**src/rtl/rv32i_single_cycle_core.sv**
```systemverilog
// rv32i_single_cycle_core: single-cycle RV32I integer core (one instruction retired per clk).
// Ports:
//   clk        rising-edge clock; PC and register file update on this edge
//   reset      asynchronous active-low reset (PC <= RESET_PC, registers cleared)
//   instr      instruction word at pc_out, combinational from instruction memory
//   read_data  load data at alu_result, combinational from data RAM
//   pc_out     current PC (byte address)
//   write_en   store strobe; RAM captures write_data at alu_result on the next rising clk
//   write_data store data (rs2 value)
//   alu_result ALU output; effective address for LW/SW
module rv32i_single_cycle_core #(
   parameter logic [31:0] RESET_PC = 32'h0000_0000
) (
   input  logic        clk,
   input  logic        reset,
   input  logic [31:0] instr,
   input  logic [31:0] read_data,
   output logic [31:0] pc_out,
   output logic        write_en,
   output logic [31:0] write_data,
   output logic [31:0] alu_result
);
   localparam int unsigned NREGS = 32;

   localparam logic [6:0] OP_R      = 7'b0110011;
   localparam logic [6:0] OP_I      = 7'b0010011;
   localparam logic [6:0] OP_LOAD   = 7'b0000011;
   localparam logic [6:0] OP_STORE  = 7'b0100011;
   localparam logic [6:0] OP_BRANCH = 7'b1100011;
   localparam logic [6:0] OP_JAL    = 7'b1101111;
   localparam logic [6:0] OP_JALR   = 7'b1100111;
   localparam logic [6:0] OP_LUI    = 7'b0110111;
   localparam logic [6:0] OP_AUIPC  = 7'b0010111;

   logic [31:0] pc;
   logic [31:0] regs [NREGS];

   logic [6:0]  opcode;
   logic [6:0]  funct7;
   logic [2:0]  funct3;
   logic [4:0]  rd;
   logic [4:0]  rs1;
   logic [4:0]  rs2;
   logic [31:0] imm_i;
   logic [31:0] imm_s;
   logic [31:0] imm_b;
   logic [31:0] imm_u;
   logic [31:0] imm_j;
   logic [31:0] rs1_val;
   logic [31:0] rs2_val;
   logic [31:0] pc_plus4;
   logic [31:0] next_pc;
   logic [31:0] rd_data;
   logic        reg_we;
   logic        store;
   logic        taken;
   logic        r_legal;
   logic        i_legal;

   // Instruction field and immediate extraction
   assign opcode = instr[6:0];
   assign rd     = instr[11:7];
   assign funct3 = instr[14:12];
   assign rs1    = instr[19:15];
   assign rs2    = instr[24:20];
   assign funct7 = instr[31:25];
   assign imm_i  = {{20{instr[31]}}, instr[31:20]};
   assign imm_s  = {{20{instr[31]}}, instr[31:25], instr[11:7]};
   assign imm_b  = {{19{instr[31]}}, instr[31], instr[7], instr[30:25], instr[11:8], 1'b0};
   assign imm_u  = {instr[31:12], 12'h000};
   assign imm_j  = {{11{instr[31]}}, instr[31], instr[19:12], instr[20], instr[30:21], 1'b0};

   // Register read ports; x0 is hard-wired to zero
   assign rs1_val  = (rs1 == 5'd0) ? 32'd0 : regs[rs1];
   assign rs2_val  = (rs2 == 5'd0) ? 32'd0 : regs[rs2];
   assign pc_plus4 = pc + 32'd4;

   // funct7 must be all-zero except the SUB/SRA alternate encodings
   assign r_legal = (funct7 == 7'b0000000) ||
                    ((funct7 == 7'b0100000) && ((funct3 == 3'b000) || (funct3 == 3'b101)));
   assign i_legal = (funct3 == 3'b001) ? (funct7 == 7'b0000000) :
                    (funct3 == 3'b101) ? ((funct7 == 7'b0000000) || (funct7 == 7'b0100000)) :
                    1'b1;

   function automatic logic [31:0] alu(input logic [2:0]  f3,
                                       input logic        alt,
                                       input logic [31:0] a,
                                       input logic [31:0] b);
      logic [4:0] sh;
      sh = b[4:0];
      case (f3)
         3'b000:  alu = alt ? (a - b) : (a + b);
         3'b001:  alu = a << sh;
         3'b010:  alu = {31'd0, ($signed(a) < $signed(b))};
         3'b011:  alu = {31'd0, (a < b)};
         3'b100:  alu = a ^ b;
         3'b101:  alu = alt ? 32'($signed(a) >>> sh) : (a >> sh);
         3'b110:  alu = a | b;
         default: alu = a & b;
      endcase
   endfunction

   // Branch condition on the two register operands
   always_comb begin
      taken = 1'b0;
      case (funct3)
         3'b000:  taken = (rs1_val == rs2_val);
         3'b001:  taken = (rs1_val != rs2_val);
         3'b100:  taken = ($signed(rs1_val) <  $signed(rs2_val));
         3'b101:  taken = ($signed(rs1_val) >= $signed(rs2_val));
         3'b110:  taken = (rs1_val <  rs2_val);
         3'b111:  taken = (rs1_val >= rs2_val);
         default: taken = 1'b0;
      endcase
   end

   // Main decode / execute; anything unrecognised falls through as a NOP
   always_comb begin
      alu_result = 32'd0;
      rd_data    = 32'd0;
      reg_we     = 1'b0;
      store      = 1'b0;
      next_pc    = pc_plus4;
      case (opcode)
         OP_R: begin
            alu_result = alu(funct3, funct7[5], rs1_val, rs2_val);
            rd_data    = alu_result;
            reg_we     = r_legal;
         end
         OP_I: begin
            alu_result = alu(funct3, (funct3 == 3'b101) && funct7[5], rs1_val, imm_i);
            rd_data    = alu_result;
            reg_we     = i_legal;
         end
         OP_LOAD: begin
            alu_result = rs1_val + imm_i;
            rd_data    = read_data;
            reg_we     = (funct3 == 3'b010);
         end
         OP_STORE: begin
            alu_result = rs1_val + imm_s;
            store      = (funct3 == 3'b010);
         end
         OP_BRANCH: begin
            alu_result = rs1_val - rs2_val;
            if (taken) next_pc = pc + imm_b;
         end
         OP_JAL: begin
            rd_data = pc_plus4;
            reg_we  = 1'b1;
            next_pc = pc + imm_j;
         end
         OP_JALR: begin
            if (funct3 == 3'b000) begin
               alu_result = rs1_val + imm_i;
               rd_data    = pc_plus4;
               reg_we     = 1'b1;
               next_pc    = alu_result & ~32'd1;
            end
         end
         OP_LUI: begin
            alu_result = imm_u;
            rd_data    = imm_u;
            reg_we     = 1'b1;
         end
         OP_AUIPC: begin
            alu_result = pc + imm_u;
            rd_data    = alu_result;
            reg_we     = 1'b1;
         end
         default: ;
      endcase
   end

   assign pc_out     = pc;
   assign write_data = rs2_val;
   assign write_en   = store & reset;

   // PC and register file; reset aborts the instruction in flight
   always_ff @(posedge clk or negedge reset) begin
      if (!reset) begin
         pc <= RESET_PC;
         for (int i = 0; i < 32; i++) regs[i] <= 32'd0;
      end else begin
         pc <= next_pc;
         if (reg_we && (rd != 5'd0)) regs[rd] <= rd_data;
      end
   end
endmodule

```
**config.mk**
```make
export PLATFORM = sky130hd
export DESIGN_NAME = rv32i_single_cycle_core
export DESIGN_NICKNAME = d
export VERILOG_FILES = /design/src/rtl/rv32i_single_cycle_core.sv
export SDC_FILE = /design/constraint.sdc
export NUM_CORES = 2
export LEC_CHECK = 0
export ABC_AREA = 1
export CAP_MARGIN = 15
export CELL_PAD_IN_SITES_DETAIL_PLACEMENT = 2
export CELL_PAD_IN_SITES_GLOBAL_PLACEMENT = 2
export CORE_MARGIN = 4
export CORE_UTILIZATION = 39
export CTS_CLUSTER_SIZE = 8
export DETAILED_ROUTE_END_ITERATION = 8
export PLACE_DENSITY_LB_ADDON = 0.3
export SETUP_SLACK_MARGIN = 0.4
export SLEW_MARGIN = 5
export SYNTH_ARGS = -nofsm -noshare
export SYNTH_HDL_FRONTEND = slang
export SYNTH_SLANG_ARGS = --single-unit
```
**constraint.sdc**
```tcl
create_clock -name clk -period 14.95 [get_ports clk]
set_input_delay 2.99 -clock clk [delete_from_list [all_inputs] [get_ports clk]]
set_output_delay 2.99 -clock clk [all_outputs]
set_load 0.02 [all_outputs]
```
==> results of run 1 <==
## kinds of logic after synthesis
logic type / after synthesis / synth area share (%)
flops: 1055 / 31.7
buf+inv: 1866 / 9.74
other cells: 1 / 0.00451
simple gates: 7056 / 34.5
compound gates: 2653 / 18.7
mux: 2 / 0.0241
xor+xnor: 98 / 1.03
fa+ha+maj: 281 / 4.30
## cell usage after synthesis (all sizes together) (9+ instances only)
master	count	share of area, %
nand2	4968	22
dfrtp	1055	32
nand3	982	6.2
inv	916	4.1
o21ai	915	5.5
a21oi	914	5.5
nor2	851	4.0
buf	495	3.6
clkbuf	444	2.0
ha	273	4.1
o211ai	260	2.3
a22oi	234	2.1
nor3	101	0.69
xor2	78	0.82
o221ai	65	0.68
nand4	53	0.40
a31oi	45	0.34
a221oi	40	0.42
a211oi	38	0.34
nand3b	30	0.28
o2111ai	29	0.31
nor4	26	0.21
o22ai	26	0.20
or2	24	0.18
xnor2	20	0.21
o21a	19	0.17
clkinv	11	0.050
o31ai	11	0.099
a21boi	9	0.081
a21o	9	0.081
or4	9	0.081
## metrics by stage
stage / cells / worst slack [ns] / hold slack (ns) / area, sq um
after floorplan: 13000 / 4.40 / 0.429 / 83200
after global placement: 15300 / 1.62 / 0.365 / 86600
==> flow_summary.json, run 1 <==
{
  "portBuffers": 161,
  "yosysUniqueCellTypes": 73,
  "status": "did not finish",
  "ys.flop_type": "dfrtp_1",
  "syn_area_sq_mm": 0.0832,
  "fp.dieW_um": 470,
  "start_util_pct": 39.2,
  "die_h_um": 470,
  "rows": 169,
  "yosysWarnings": 0,
  "place.gp.congestion": 1.02,
  "seq_area_frac_synth_pct": 31.7,
  "ios": 163,
  "async_flop_share_pct": 100,
  "hpwl_mm": 399,
  "avgSynthCellArea_sq_um": 6.40,
  "syn_nets": 13400,
  "tool.error": "[ERROR DPL-0033] detailed placement checks failed during check placement.",
  "synth-edff-count": 0,
  "synth_seq_cells": 1055,
  "lastStage": "3_5_place_dp",
  "syn_inst": 13000
}
==> run 2, diff against run 1 <==
CELL_PAD_IN_SITES_DETAIL_PLACEMENT = default   (was 2)
CELL_PAD_IN_SITES_GLOBAL_PLACEMENT = default   (was 2)
CORE_UTILIZATION = 40   (was 39)
CTS_CLUSTER_SIZE = default   (was 8)
PLACE_DENSITY_LB_ADDON = 0.15   (was 0.3)
SETUP_SLACK_MARGIN = default   (was 0.4)
==> run 2 against run 1 <==
The flow now finishes, with violations (design-rule violations). Synthesized area stayed put. Synthesized cell count stayed put.
==> flow_summary.json, run 2 <==
{
  "setup_slack_ns": 0.520,
  "met3_usage_pct": 11.0,
  "numCtsBuffers": 132,
  "ys.flop_type": "dfrtp_1",
  "hold_buffers": 0,
  "use_met2_pct": 66.1,
  "dr.first_iter.drc_count": 14000,
  "drt.antenna.violating_nets": 0,
  "synth-edff-count": 0,
  "required_ns": 11.96,
  "netlist_top_cells_area": "dfrtp_1 (32%), nand2_1 (22%), nand3_1 (5.6%), a21oi_1 (5.5%), o21ai_0 (4.9%)",
  "cts_num_sinks": 1055,
  "drv_cap": 0,
  "final_common_cell": "nand2_1",
  "ios": 163,
  "gr-usage-met1_pct": 55.1,
  "syn_to_final_growth_pct": 9.59,
  "startpoint_type": "primary input",
  "start_util_pct": 40.2,
  "route.detailed.drc": 1,
  "finalCritPeriodShare_pct": 96.5,
  "reg2regPathDepth": 22,
  "nNetsFinal": 13000,
  "worstHoldStart": "regs[1021]",
  "avgSynthCellArea_sq_um": 6.40,
  "yosysMostFrequentCell": "nand2_1",
  "cts_tree": "yes",
  "syn_nets": 13400,
  "wl_per_cell_um": 31.7,
  "max-slew-margin-rel_pct": 5.63,
  "hold_class": "flop to flop",
  "fp.dieW_um": 464,
  "grtUsageTotal_pct": 44.1,
  "setup_tns_ns": 0,
  "p_leak_nw": 46.1,
  "seq_area_frac_synth_pct": 31.7,
  "grt_pass1_wl_mm": 687,
  "async_flop_share_pct": 100,
  "synth_area_leader_cell": "dfrtp_1",
  "syn_area_sq_mm": 0.0832,
  "place.gp.congestion": 1.08,
  "synth_top_area_share_pct": 31.7,
  "fmax_mhz": 69.3,
  "r2r_slack_ns": 7.47,
  "preCtsSetupSlack_ns": 1.11,
  "clk_path_buf_depth": 3,
  "peakVddDrop_mv": 0.0922,
  "final_hold_viol_count": 0,
  "top_register": "regs",
  "slew_viol_final": 0,
  "cts-root-buf": "clkbuf_16",
  "hpwl_mm": 343,
  "clock_latency_ns": 0.84,
  "rows": 167,
  "crit_fanout": 18,
  "syn_inst": 13000,
  "r2r_start": "regs[37]",
  "grt_start_max_net_pins": 161,
  "clk_pin_slew_worst_paths_ns": 0.06,
  "timing.rr.end": "regs[636]",
  "crit_arrival_ns": 11.44,
  "drt-total-wl_mm": 494,
  "crit_path_end_kind": "output port",
  "finClkSkew_ns": 0.0535,
  "vias_per_cell": 6.21,
  "grt_pass1_vias": 89200,
  "rsz0062_at_grt": "no",
  "post_cts_buffers": 0,
  "antenna_found_initial": 31,
  "yosysWarnings": 0,
  "period_needed_ns": 14.43,
  "powerDensity_mw_per_mm2": 105,
  "cts_max_level": 4,
  "min_to": "regs[1021]",
  "grt.overflow.total": 0,
  "path_class": "primary input to output port",
  "synthTopCellsByCount": "nand2_1 (4953), dfrtp_1 (1055), nand3_1 (938), a21oi_1 (913), inv_1 (892)",
  "violations": "design-rule violations",
  "grt-busiest-layer": "met2",
  "die_h_um": 464,
  "tightest_slew_ns": 1.42,
  "hold_depth": 0,
  "yosysUniqueCellTypes": 73,
  "largest_register_ff_count": 1024,
  "synth_seq_cells": 1055,
  "firstDrtPassIters": 9,
  "cts_resized": 0,
  "num_vias": 96800,
  "setup-violations-final": 0,
  "core_area_sq_mm": 0.207,
  "die_area_sq_mm": 0.215,
  "mostFrequentLayoutCells": "nand2_1 (4949), dfrtp_1 (1055), nand3_1 (927), a21oi_1 (913), inv_1 (886)",
  "drive_gt1_share_pct": 5.74,
  "portBuffers": 161,
  "status": "finished with violations"
}
-- run 2: stage by stage --
stage | power (mW) | util, % | cell area, sq um | hold WS (ns) | instances
4_1_cts | 9.51 | 44.0 | 91200 | 0.381 | 15600
6_report | 9.61 | 44.0 | 91200 | 0.383 | 15600
5_1_grt | 9.92 | 44.0 | 91200 | 0.396 | 15600
3_3_place_gp | 6.20 | 41.9 | 86700 | 0.366 | 15300
3_5_place_dp | 6.18 | 41.9 | 86700 | 0.366 | 15300
2_1_floorplan | 4.82 | - | 83200 | 0.429 | 13000
-- run 2: cell type report --
cell class / count / area (sq um)
fill: 21800 / 116000
multi-input combinational: 10100 / 49000
sequential: 1055 / 26400
timing repair buffer: 472 / 4260
clock buffer: 191 / 3880
inverter: 927 / 3510
tap: 2788 / 3490
clock inverter: 42 / 586
antenna: 16 / 40.0
-- run 2: worst max-delay path by stage --
stage                    from              to  slack, ns  cells past startpoint
detailed placement  instr[17]  alu_result[28]       1.11                     22
global route        instr[17]  alu_result[28]       0.77                     22
CTS                 instr[17]  alu_result[28]       1.07                     22
global placement    instr[17]  alu_result[28]       1.08                     22
floorplan           instr[20]  alu_result[28]       4.40                     34
finish              instr[17]  alu_result[28]       0.52                     22
-- run 2: cells by family (layout without fill, tap and decap cells) --
logic type      after synthesis  in the layout  synth area share (%)
simple gates               7056           7056                  34.5
xor+xnor                     98             98                  1.03
fa+ha+maj                   281            281                  4.30
other cells                   1             17               0.00451
compound gates             2653           2653                  18.7
flops                      1055           1055                  31.7
mux                           2              2                0.0241
buf+inv                    1866           1632                  9.74
-- run 2: critical path, cell delays in order --
cell and delay (ns):
buf_4 0.18, nor2_4 0.71, nand2_2 0.65, buf_4 0.46, o221ai_1 0.22, nor2_1 0.06, nand2_1 0.23, nand3_2 0.63
inv_1 0.73, ha_1 0.43, a21oi_1 0.18, nand2_1 0.27, a21oi_1 0.31, inv_1 0.21, a21oi_1 0.55, o31ai_1 0.16
xor2_1 0.77, nand2_1 0.38, nand4_1 0.36, nand2_1 0.13, nand4_1 0.12, clkdlybuf4s50_1 0.64
-- run 2: where the power goes --
group | switching, mW | total [mW] | internal (mW)
clock | 1.43 | 3.34 | 1.91
sequential | 0.108 | 3.01 | 2.90
combinational | 2.40 | 3.26 | 0.862
-- run 2: layer usage --
metal,share of wire (%),wire (um)
met1,38,187000
met2,43,211000
met3,11,52900
met4,8.8,43600
met5,0.026,126
Power figures use the tool's default switching activity.
